`src/rtl/pipe_seq_pkg.sv`:
```
`default_nettype none
// +----------------------------------------------------------------------+
// | pipe_seq_pkg: shared types, defaults and helpers for the sequencer   |
// | Revision: 1.0                                                        |
// +----------------------------------------------------------------------+
package pipe_seq_pkg;

  typedef enum logic [1:0] {
    IDLE  = 2'd0,
    RUN   = 2'd1,
    DRAIN = 2'd2
  } seq_state_t;

  localparam int C_DEFAULT_STAGES  = 5;
  localparam int C_DEFAULT_COUNT_W = 16;

  // Holds at all-ones of the given width; width must be below 64.
  function automatic logic [63:0] sat_inc(input logic [63:0] value, input int width);
    logic [63:0] max_v;
    max_v = (64'd1 << width) - 64'd1;
    return (value >= max_v) ? value : value + 64'd1;
  endfunction

endpackage
`default_nettype wire

```
`src/rtl/pipe_ready_chain.sv`:
```
`default_nettype none
// +----------------------------------------------------------------------+
// | pipe_ready_chain: per-stage valid/eof shift register and ready chain |
// | Revision: 1.0                                                        |
// +----------------------------------------------------------------------+
module pipe_ready_chain #(
  parameter int STAGES = 5
) (
  input  logic              clock,
  input  logic              reset_n,
  input  logic              flush,
  input  logic              load_valid,
  input  logic              load_tag,
  input  logic              out_ready,
  output logic [STAGES-1:0] stage_en,
  output logic [STAGES-1:0] stage_valid,
  output logic              out_tag
);

  logic [STAGES-1:0] r_valid;
  logic [STAGES-1:0] r_tag;
  logic [STAGES-1:0] w_rdy;

  // A stage may load when its contents will move on or it is empty, so
  // bubbles collapse even while the output is stalled.
  assign w_rdy[STAGES-1] = out_ready | ~r_valid[STAGES-1];

  generate
    for (genvar i = 0; i < STAGES - 1; i++) begin : g_rdy
      assign w_rdy[i] = w_rdy[i+1] | ~r_valid[i];
    end
  endgenerate

  assign stage_en    = w_rdy & {STAGES{~flush}};
  assign stage_valid = r_valid;
  assign out_tag     = r_tag[STAGES-1];

  always_ff @(posedge clock) begin
    if (!reset_n || flush) begin
      r_valid <= '0;
      r_tag   <= '0;
    end else begin
      if (stage_en[0]) begin
        r_valid[0] <= load_valid;
        r_tag[0]   <= load_tag;
      end
      for (int i = 1; i < STAGES; i++) begin
        if (stage_en[i]) begin
          r_valid[i] <= r_valid[i-1];
          r_tag[i]   <= r_tag[i-1];
        end
      end
    end
  end

endmodule
`default_nettype wire

```
`src/rtl/pixel_pipe_sequencer.sv`:
```
`default_nettype none
// +----------------------------------------------------------------------+
// | pixel_pipe_sequencer: stage enables, frame FSM and beat/drop counts  |
// | Revision: 1.0                                                        |
// +----------------------------------------------------------------------+
module pixel_pipe_sequencer
  import pipe_seq_pkg::*;
#(
  parameter int STAGES  = C_DEFAULT_STAGES,
  parameter int COUNT_W = C_DEFAULT_COUNT_W
) (
  input  logic               clock,
  input  logic               reset_n,
  input  logic               in_valid,
  output logic               in_ready,
  input  logic               in_sof,
  input  logic               in_eof,
  output logic               out_valid,
  input  logic               out_ready,
  output logic               out_eof,
  input  logic               flush,
  output logic [STAGES-1:0]  stage_en,
  output logic [STAGES-1:0]  stage_valid,
  output logic               busy,
  output logic               frame_done,
  output logic [COUNT_W-1:0] beat_count,
  output logic [COUNT_W-1:0] drop_count
);

  seq_state_t         r_state;
  seq_state_t         w_state_next;
  logic               w_accept;
  logic               w_load;
  logic               w_out_fire;
  logic               w_frame_end;
  logic               w_out_tag;
  logic               r_frame_done;
  logic [COUNT_W-1:0] r_beat_count;
  logic [COUNT_W-1:0] r_drop_count;

  assign in_ready   = stage_en[0] & (r_state != DRAIN);
  assign w_accept   = in_valid & in_ready;
  // Beats outside a frame are consumed but never enter the pipeline.
  assign w_load     = w_accept & ((r_state != IDLE) | in_sof);

  pipe_ready_chain #(
    .STAGES(STAGES)
  ) u_chain (
    .clock       (clock),
    .reset_n     (reset_n),
    .flush       (flush),
    .load_valid  (w_load),
    .load_tag    (w_load & in_eof),
    .out_ready   (out_ready),
    .stage_en    (stage_en),
    .stage_valid (stage_valid),
    .out_tag     (w_out_tag)
  );

  assign out_valid   = stage_valid[STAGES-1];
  assign out_eof     = w_out_tag & out_valid;
  assign w_out_fire  = out_valid & out_ready & ~flush;
  assign w_frame_end = w_out_fire & out_eof & (r_state == DRAIN);
  assign busy        = (|stage_valid) | (r_state != IDLE);
  assign frame_done  = r_frame_done;
  assign beat_count  = r_beat_count;
  assign drop_count  = r_drop_count;

  always_comb begin
    w_state_next = r_state;
    case (r_state)
      IDLE:    if (w_accept && in_sof) w_state_next = in_eof ? DRAIN : RUN;
      RUN:     if (w_accept && in_eof) w_state_next = DRAIN;
      DRAIN:   if (w_frame_end)        w_state_next = IDLE;
      default: w_state_next = IDLE;
    endcase
  end

  always_ff @(posedge clock) begin
    if (!reset_n || flush) begin
      r_state <= IDLE;
    end else begin
      r_state <= w_state_next;
    end
  end

  // frame_done is registered so the final count stays visible for the
  // pulse cycle; the count is cleared on the edge that ends the pulse.
  always_ff @(posedge clock) begin
    if (!reset_n) begin
      r_frame_done <= 1'b0;
      r_beat_count <= '0;
      r_drop_count <= '0;
    end else begin
      r_frame_done <= w_frame_end;
      if (flush || r_frame_done) begin
        r_beat_count <= '0;
      end else if (w_out_fire) begin
        r_beat_count <= COUNT_W'(sat_inc(64'(r_beat_count), COUNT_W));
      end
      if (w_accept && (r_state == IDLE) && !in_sof) begin
        r_drop_count <= COUNT_W'(sat_inc(64'(r_drop_count), COUNT_W));
      end
    end
  end

endmodule
`default_nettype wire

```
`config.mk`:
```
export PLATFORM = sky130hd
export DESIGN_NAME = pixel_pipe_sequencer
export DESIGN_NICKNAME = d
export VERILOG_FILES = /design/src/rtl/pipe_seq_pkg.sv /design/src/rtl/pipe_ready_chain.sv /design/src/rtl/pixel_pipe_sequencer.sv
export SDC_FILE = /design/constraint.sdc
export NUM_CORES = 1
export LEC_CHECK = 0
export CORE_UTILIZATION = 45
export DETAILED_ROUTE_END_ITERATION = 7
export PLACE_DENSITY = 0.7
export SLEW_MARGIN = 0
export SYNTH_ARGS = -nofsm -noshare
export SYNTH_HDL_FRONTEND = slang
export SYNTH_SLANG_ARGS = --single-unit
```
`constraint.sdc`:
```
create_clock -name clock -period 3 [get_ports clock]
set_input_delay 0.3 -clock clock [delete_from_list [all_inputs] [get_ports clock]]
set_output_delay 0.3 -clock clock [all_outputs]
set_load 0.03 [all_outputs]
```
==> results summary, run 1 <==
The run finished with clean final reports. The number of instances resized during post-cts repair came out at 0. The number of detailed-routing iterations run before antenna repair came out at 5. The via density per instance is between 5 and 6. The quantity of hold-fixing buffers added after cts is 0. The adder and majority cell fraction of the synthesized area came out at about 1.1%. Global routing finished with a remaining overflow of 0.

The worst path arrival time came out at 2250 ps. The H-tree was split into 2 levels. Counting flops and latches in the post-synthesis netlist gives 45. For the worst flop-to-flop path, the logic depth is 6. The count of endpoints failing setup in the final report came out at 0. The area of placed instances came out at around 0.0027 sq mm.

For the finished layout, the period the worst path requires is roughly 2600 ps. The tool flagged a number of max-cap violations equal to 0. The clock network latency to the later pin of the worst-skew pair came out at 290 ps. The DRC violations left is 0. The finished layout holds between 300 and 400 standard cells, fillers aside. The xor/xnor share of the synthesized area came out at under 10%. The worst setup path is of the in2out kind. Dividing total power by cell area gives a power density of 373 mW/mm^2. The wire length per cell came out at 13.0 um. The number of flops mapped to enable cells by yosys is 0.

The HPWL after detailed placement is 3.34 mm. The finished cells cover approximately 0.0028 sq mm. The number of instances in the synthesized netlist is between 200 and 300. The total number of nets in the final design came out at around 320.

The number of max-slew violations in the final report came out at 0. Measured along the y axis, the die boundary spans 71.8 um. Summed over all cells, the static leakage comes to about 0.0009 uW. The synthesized area per cell is a little over 8 sq um. The number of setup buffers added after CTS came out at 0. The maximum count of clock buffers along a single path came out at 2.

The count of routing violations after the opening detailed-route iteration is about 120. The library cells used most frequently in the layout, excluding fill and tap cells, are clkdlybuf4s50_1, dfxtp_1, nor2_1. The final layout contains routed wiring with a total length of 4.80 mm. Once the floorplan was initialized, standard cells occupied a little under half of the core. The number of CTS-inserted buffers came out at 5. The worst flop-to-flop path endpoint is drop_count[7]. The post-route antenna net violation count is 0. Summed over all instances, the cell type with the most area after synthesis is dfxtp_1.

The proportion of netlist area held by the largest area contributor came out at between 40% and 50%. The path with the worst hold slack has its endpoint at u_chain.r_tag[3]. The number of global-route vias before repair is between 1,500 and 2,000. Setup total negative slack on the finished layout was measured at 0 ps. Of the post-synthesis cell area, the part taken by muxes is 1.83%. The fill cell total of the finished layout is 445. After floorplanning, the core was sized to cover 0.00469 sq mm.

The clock-pin slew of the registers on the worst-case setup and hold paths came out at around 80 ps. The share of the Yosys chip area taken by registers is roughly 40%. The post-route netlist has 5.08% of its cells at a drive strength greater than 1. The count of buffers inserted at the top-level ports came out at 53. Summing all multi-input logic gate instances after layout gives approximately 0.0012 sq mm. The number of inserted diodes is 0. The maximum number of pins on one net before global-route repair is 28. The worst hold path was traced through 2 stages. Yosys mapped the design onto 43 distinct sky130hd cell types. The post-layout utilization of the core is between 60% and 70%. TritonCTS built the clock tree. The clock skew after layout is between 5 and 6 ps. The worst setup path is launched from an input pin.

The number of antenna violations at the first check in global routing was 0. The synthesized netlist devotes roughly an eighth of its cell area to compound gates. The count of vias placed by the detailed router is approximately 2,100. Setup repair after global routing left no endpoint under its margin. The die width came out at around 72 um.

The worst vdd rail ir drop is approximately 270 uV. The post-synthesis simple-gate area fraction came out at 32.7%. The placed cell count came out at approximately 360. The post-synthesis to final-layout area growth is 28.8%.

The worst-case register-to-register setup slack is approximately 590 ps. The fraction of the cycle the final worst path needs is about 85%. The async set-or-reset flop fraction in the synthesized netlist is 0%.

Sorting the synthesized cells by area gives the leading types as dfxtp_1, nor2_1, a21oi_1. The register area came out at ~900 sq um. The number of I/O pins is 54. Along the worst path, the maximum fanout reaches 6. The cell area that synthesis handed to floorplanning was 0.00219 sq mm. In the synthesized netlist the dominant register cell turns out to be dfxtp_1.

The main combinational cell family by area after synthesis is simple AND/OR/NAND/NOR gates. The required time reported for the critical path endpoint is 2700 ps. Yosys printed 0 warnings. The remaining max-slew budget at the tightest pin came out at a little over three fifths. The worst hold path begins at u_chain.r_tag[3]. The achievable frequency came out at just under 400 MHz. The final worst setup slack came out at between 400 and 500 ps. The first global-routing pass estimated between 8 and 9 mm of wire. The floorplan row count is 25.

The number of nets in the synthesized netlist came out at around 270. The root buffer cell is clkbuf_8. The most common cell after layout, fill and taps aside is clkdlybuf4s50_1.

The CTS sink count came out at 45. The area of the die is 0.00515 sq mm. The final hold violation count is 0. The tightest min-delay check is of the reg2reg type. The transition time of the tightest slew-check pin came out at 559 ps. The routability-driven placement congestion ratio is about 0.79.

The startpoint of the worst register-to-register path is u_chain.stage_valid[4]. The global-route total usage across every layer is 19.3%. The worst setup path is captured at a primary output.

Prior to clock tree synthesis, the placed netlist has a worst setup slack of about 240 ps.
==> registers in the layout, indices dropped and copies added, names as in the netlist <==
signal / flops
beat_count: 16
drop_count: 16
frame_done: 1
r_state: 2
u_chain.r_tag: 5
u_chain.stage_valid: 5
==> cells in the mapped netlist, types with 3 or more instances <==
master,instances
o21ai_1,3
buf_2,3
or4_1,11
or2_2,3
a21oi_1,22
o21ai_0,5
nor4_1,5
or3_1,7
and4_1,3
clkbuf_1,6
mux2i_1,4
nand3_1,9
dfxtp_1,45
inv_1,6
xor2_1,7
o31ai_1,8
and3_1,3
nand4_1,11
nor3_1,9
nor2_1,37
xnor2_1,6
nand2_1,20
buf_6,3
==> logic make-up after synthesis <==
kind of cell    Yosys count
simple gates            133
compound gates           48
flops                    45
buf+inv                  20
xor+xnor                 13
mux                       4
fa+ha+maj                 2
==> per-layer routing <==
| layer | vias up | GRT usage, % | part of all wire, % |
|---|---|---|---|
| met1 | 958 | 27.2 | 52 |
| met4 | 0 | 4.58 | 1.1 |
| met3 | 6 | 4.36 | 4.0 |
| li1 | 1064 | - | - |
| met2 | 48 | 30.2 | 43 |
| met5 | - | 0 | 0 |
==> stage by stage <==
stage / hold WS (ps) / power [uW]
floorplan: 431 / 662
global route: 491 / 1090
finish: 460 / 1050
global placement: 443 / 691
CTS: 462 / 1070
detailed placement: 451 / 691
==> worst max-delay path by stage <==
stage | from | endpoint | slack [ps] | depth (start not counted)
after floorplan | u_chain.stage_valid[4] | drop_count[15] | 570 | 9
after global placement | out_ready | drop_count[7] | 300 | 7
after detailed placement | out_ready | drop_count[7] | 240 | 7
after global routing | out_ready | in_ready | 330 | 6
after CTS | out_ready | in_ready | 430 | 6
final | out_ready | in_ready | 450 | 6
==> layout make-up <==
| cell class | instances | area share (%) |
|---|---|---|
| inverter | 6 | 0.798 |
| clock buffer | 7 | 3.06 |
| sequential | 45 | 31.9 |
| multi-input combinational | 200 | 42.0 |
| tap | 54 | 2.39 |
| timing repair buffer | 57 | 19.9 |
==> worst max-delay path, stage by stage <==
cell and delay (ps):
clkdlybuf4s50_1 480, and4b_1 220, buf_4 160, and3_2 230, nor3_1 170, clkdlybuf4s50_1 700
==> power by group <==
part           internal [uW]  switching [uW]
Combinational           30.5            44.7
Sequential               599            3.48
Clock                    183             192
Total                    812             240
No activity file was read; power rests on OpenSTA's default activity.
==> run 2: changes to the inputs <==
Settings changed: CORE_ASPECT_RATIO set to 0.9.
==> run 2 against run 1 <==
  * Maximum frequency decreased by 0.19%
  * Utilization is 1.7 points higher
  * Clock-buffer cell count unchanged
  * Non-clock buffer count unchanged
  * Die area hardly changed
  * Final area increased by 0.35%
  * Global-route usage increased by 1.0 points
  * Total power grew 0.26%
==> results summary, run 2 (synthesis gave the netlist of run 1 again) <==
The maximum number of pins on one net before global-route repair came out at 28 (unchanged). The category of the most critical setup path is in2out. The worst vdd rail ir drop is 255 uV (-5.4%).

The overall routed net length came out at 4.94 mm (+3.0%). The count of vias placed by the detailed router is 2,055 (-1.0%). The post-synthesis to final-layout area growth is 29.3%. The core region area is 0.00458 sq mm (-2.5%). The number of standard cells in the layout, taps in and fillers out was 377 (+2.2%). The count of buffers inserted at the top-level ports came out at 53 (unchanged).

The count of routing violations after the opening detailed-route iteration is 79 (-34%). The number of detailed-routing iterations run before antenna repair is 4 (-1). The minimum clock period is 2560 ps (+4.80 ps). The quantity of hold-fixing buffers added after cts was 0 (unchanged).

The global-route total usage across every layer is 20.4% (+1.0 points). The area of the die is 0.00515 sq mm (about the same). The hold slack is 466 ps (+5.74 ps).

The routability-driven placement congestion ratio came to 0.820 (+4.4%). The worst-case register-to-register setup slack is 620 ps (+30 ps). The CTS sink count came out at 45 (unchanged). The most common cell after layout, fill and taps aside is clkdlybuf4s50_1. The die width is 75.6 um (+5.3%). The worst setup path is captured at a primary output.

The worst path arrival time is 2260 ps (about the same). TritonCTS built the clock tree. The remaining global-route overflow came out at 0 (unchanged). The floorplan die height is 68.2 um (-5.0%). STA classifies the critical path startpoint as an input pin. The fraction of the cycle the final worst path needs is 85.3% (+0.16 points). The power density normalized to cell area is 372 mW/mm^2 (about the same).

The floorplan row count is 23 (-8.0%). The highest net fanout along the worst path is 6 (unchanged). The depth of the worst hold-timing path is 2 (unchanged). The maximum count of clock buffers along a single path came out at 2 (unchanged). The number of instances resized during post-cts repair came out at 0 (unchanged). The number of max-cap violations came out at 0 (unchanged). The first-pass GRT wire length was 7.78 mm (-3.6%). The wire length per cell is 13.1 um (+0.78%).

The total leakage power came out at 0.000898 uW (unchanged). The remaining max-slew budget at the tightest pin came out at 64.8% (+2.1 points). The total number of nets in the final design came out at 324 (unchanged). The clock network latency to the later pin of the worst-skew pair came to 300 ps (about the same). The number of antenna violations at the first check in global routing is 0 (unchanged). The worst register-to-register path begins at u_chain.stage_valid[4].

The path with the worst hold slack has its endpoint at u_chain.r_tag[3]. The worst flop-to-flop path endpoint is drop_count[9]. In this run the worst setup path begins at out_ready. The detailed placer's ending HPWL came to 3.47 mm (+3.9%). The ratio of cells with drive above 1 in the final layout came out at 5.08% (unchanged). The tightest min-delay check is of the reg2reg type. The DRC violations left came out at 0 (unchanged).

The post-route antenna net violation count was 0 (unchanged). The required time reported for the critical path endpoint came out at 2700 ps (about the same). The total power consumption of the routed design is 1050 uW (+0.26%). The effective utilization at floorplan is 47.9% (+1.2 points). Setup repair after global routing left no endpoint under its margin. The count of endpoints failing setup in the final report is 0 (unchanged). The number of setup buffers added after CTS is 0 (unchanged). The achievable frequency is 391 MHz (-0.19%). The startpoint of the most critical hold path is u_chain.r_tag[3]. The final hold violation count is 0 (unchanged). The number of cell instances on the worst register-to-register path is 6 (unchanged). The post-layout utilization of the core is 61.9% (+1.7 points). The placed cell count is 370 (+2.2%). The transition time of the tightest slew-check pin was 527 ps (-32.2 ps). In the layout the commonest cells are clkdlybuf4s50_1, dfxtp_1, nor2_1. The number of global-route vias before repair came out at 1,714 (-2.6%).

The clock-pin slew of the registers on the worst-case setup and hold paths is 70 ps (about the same). The cell sitting at the root of the clock tree is a clkbuf_8. The number of max-slew violations in the final report came out at 0 (unchanged). The run finished with clean final reports. The number of levels in the clock H-tree is 2 (unchanged). The number of I/O pins is 54 (unchanged). The via density per instance came out at 5.45 (-3.1%). The number of CTS-inserted buffers is 5 (unchanged). The sum of negative setup slack came to 0 ps (unchanged). The number of inserted diodes is 0 (unchanged). The clock skew after layout is 5.16 ps (-0.571 ps).
run 2: metal layers:
layer / GRT usage (%) / wire length, um / vias to the layer above
met5: 0 / 0 / -
met1: 26.9 / 2490 / 935
li1: - / - / 1066
met3: 4.57 / 226 / 8
met4: 10.9 / 93 / 0
met2: 30.8 / 2120 / 46
run 2: worst max-delay path by stage:
stage | endpoint | slack, ps | depth (start not counted)
after CTS | in_ready | 440 | 6
after detailed placement | drop_count[9] | 250 | 7
after global placement | drop_count[7] | 300 | 7
final | in_ready | 440 | 6
after global routing | in_ready | 350 | 6
after floorplan | drop_count[15] | 570 | 9
run 2: worst max-delay path: stages:
cell and delay [ps]:
clkdlybuf4s50_1 480, and4b_1 210, buf_4 160, and3_2 230, nor3_1 170, clkdlybuf4s50_1 700
run 2: power by group:
group / internal [uW] / switching [uW] / total [uW]
clock: 183 / 195 / 378
sequential: 599 / 3.55 / 602
combinational: 30.5 / 44.0 / 74.5
run 2: final cells by class:
class,instances,area [sq um]
Timing Repair Buffer,57,561
Tap cell,62,77.6
Multi-Input combinational cell,200,1180
Fill cell,407,1740
Inverter,6,22.5
Clock buffer,7,86.3
Sequential cell,45,901
run 2: through the flow:
stage               setup WS (ps)  cell area (sq um)
floorplan                     573               2190
global placement              295               2750
detailed placement            255               2750
CTS                           438               2830
global route                  348               2830
finish                        441               2830
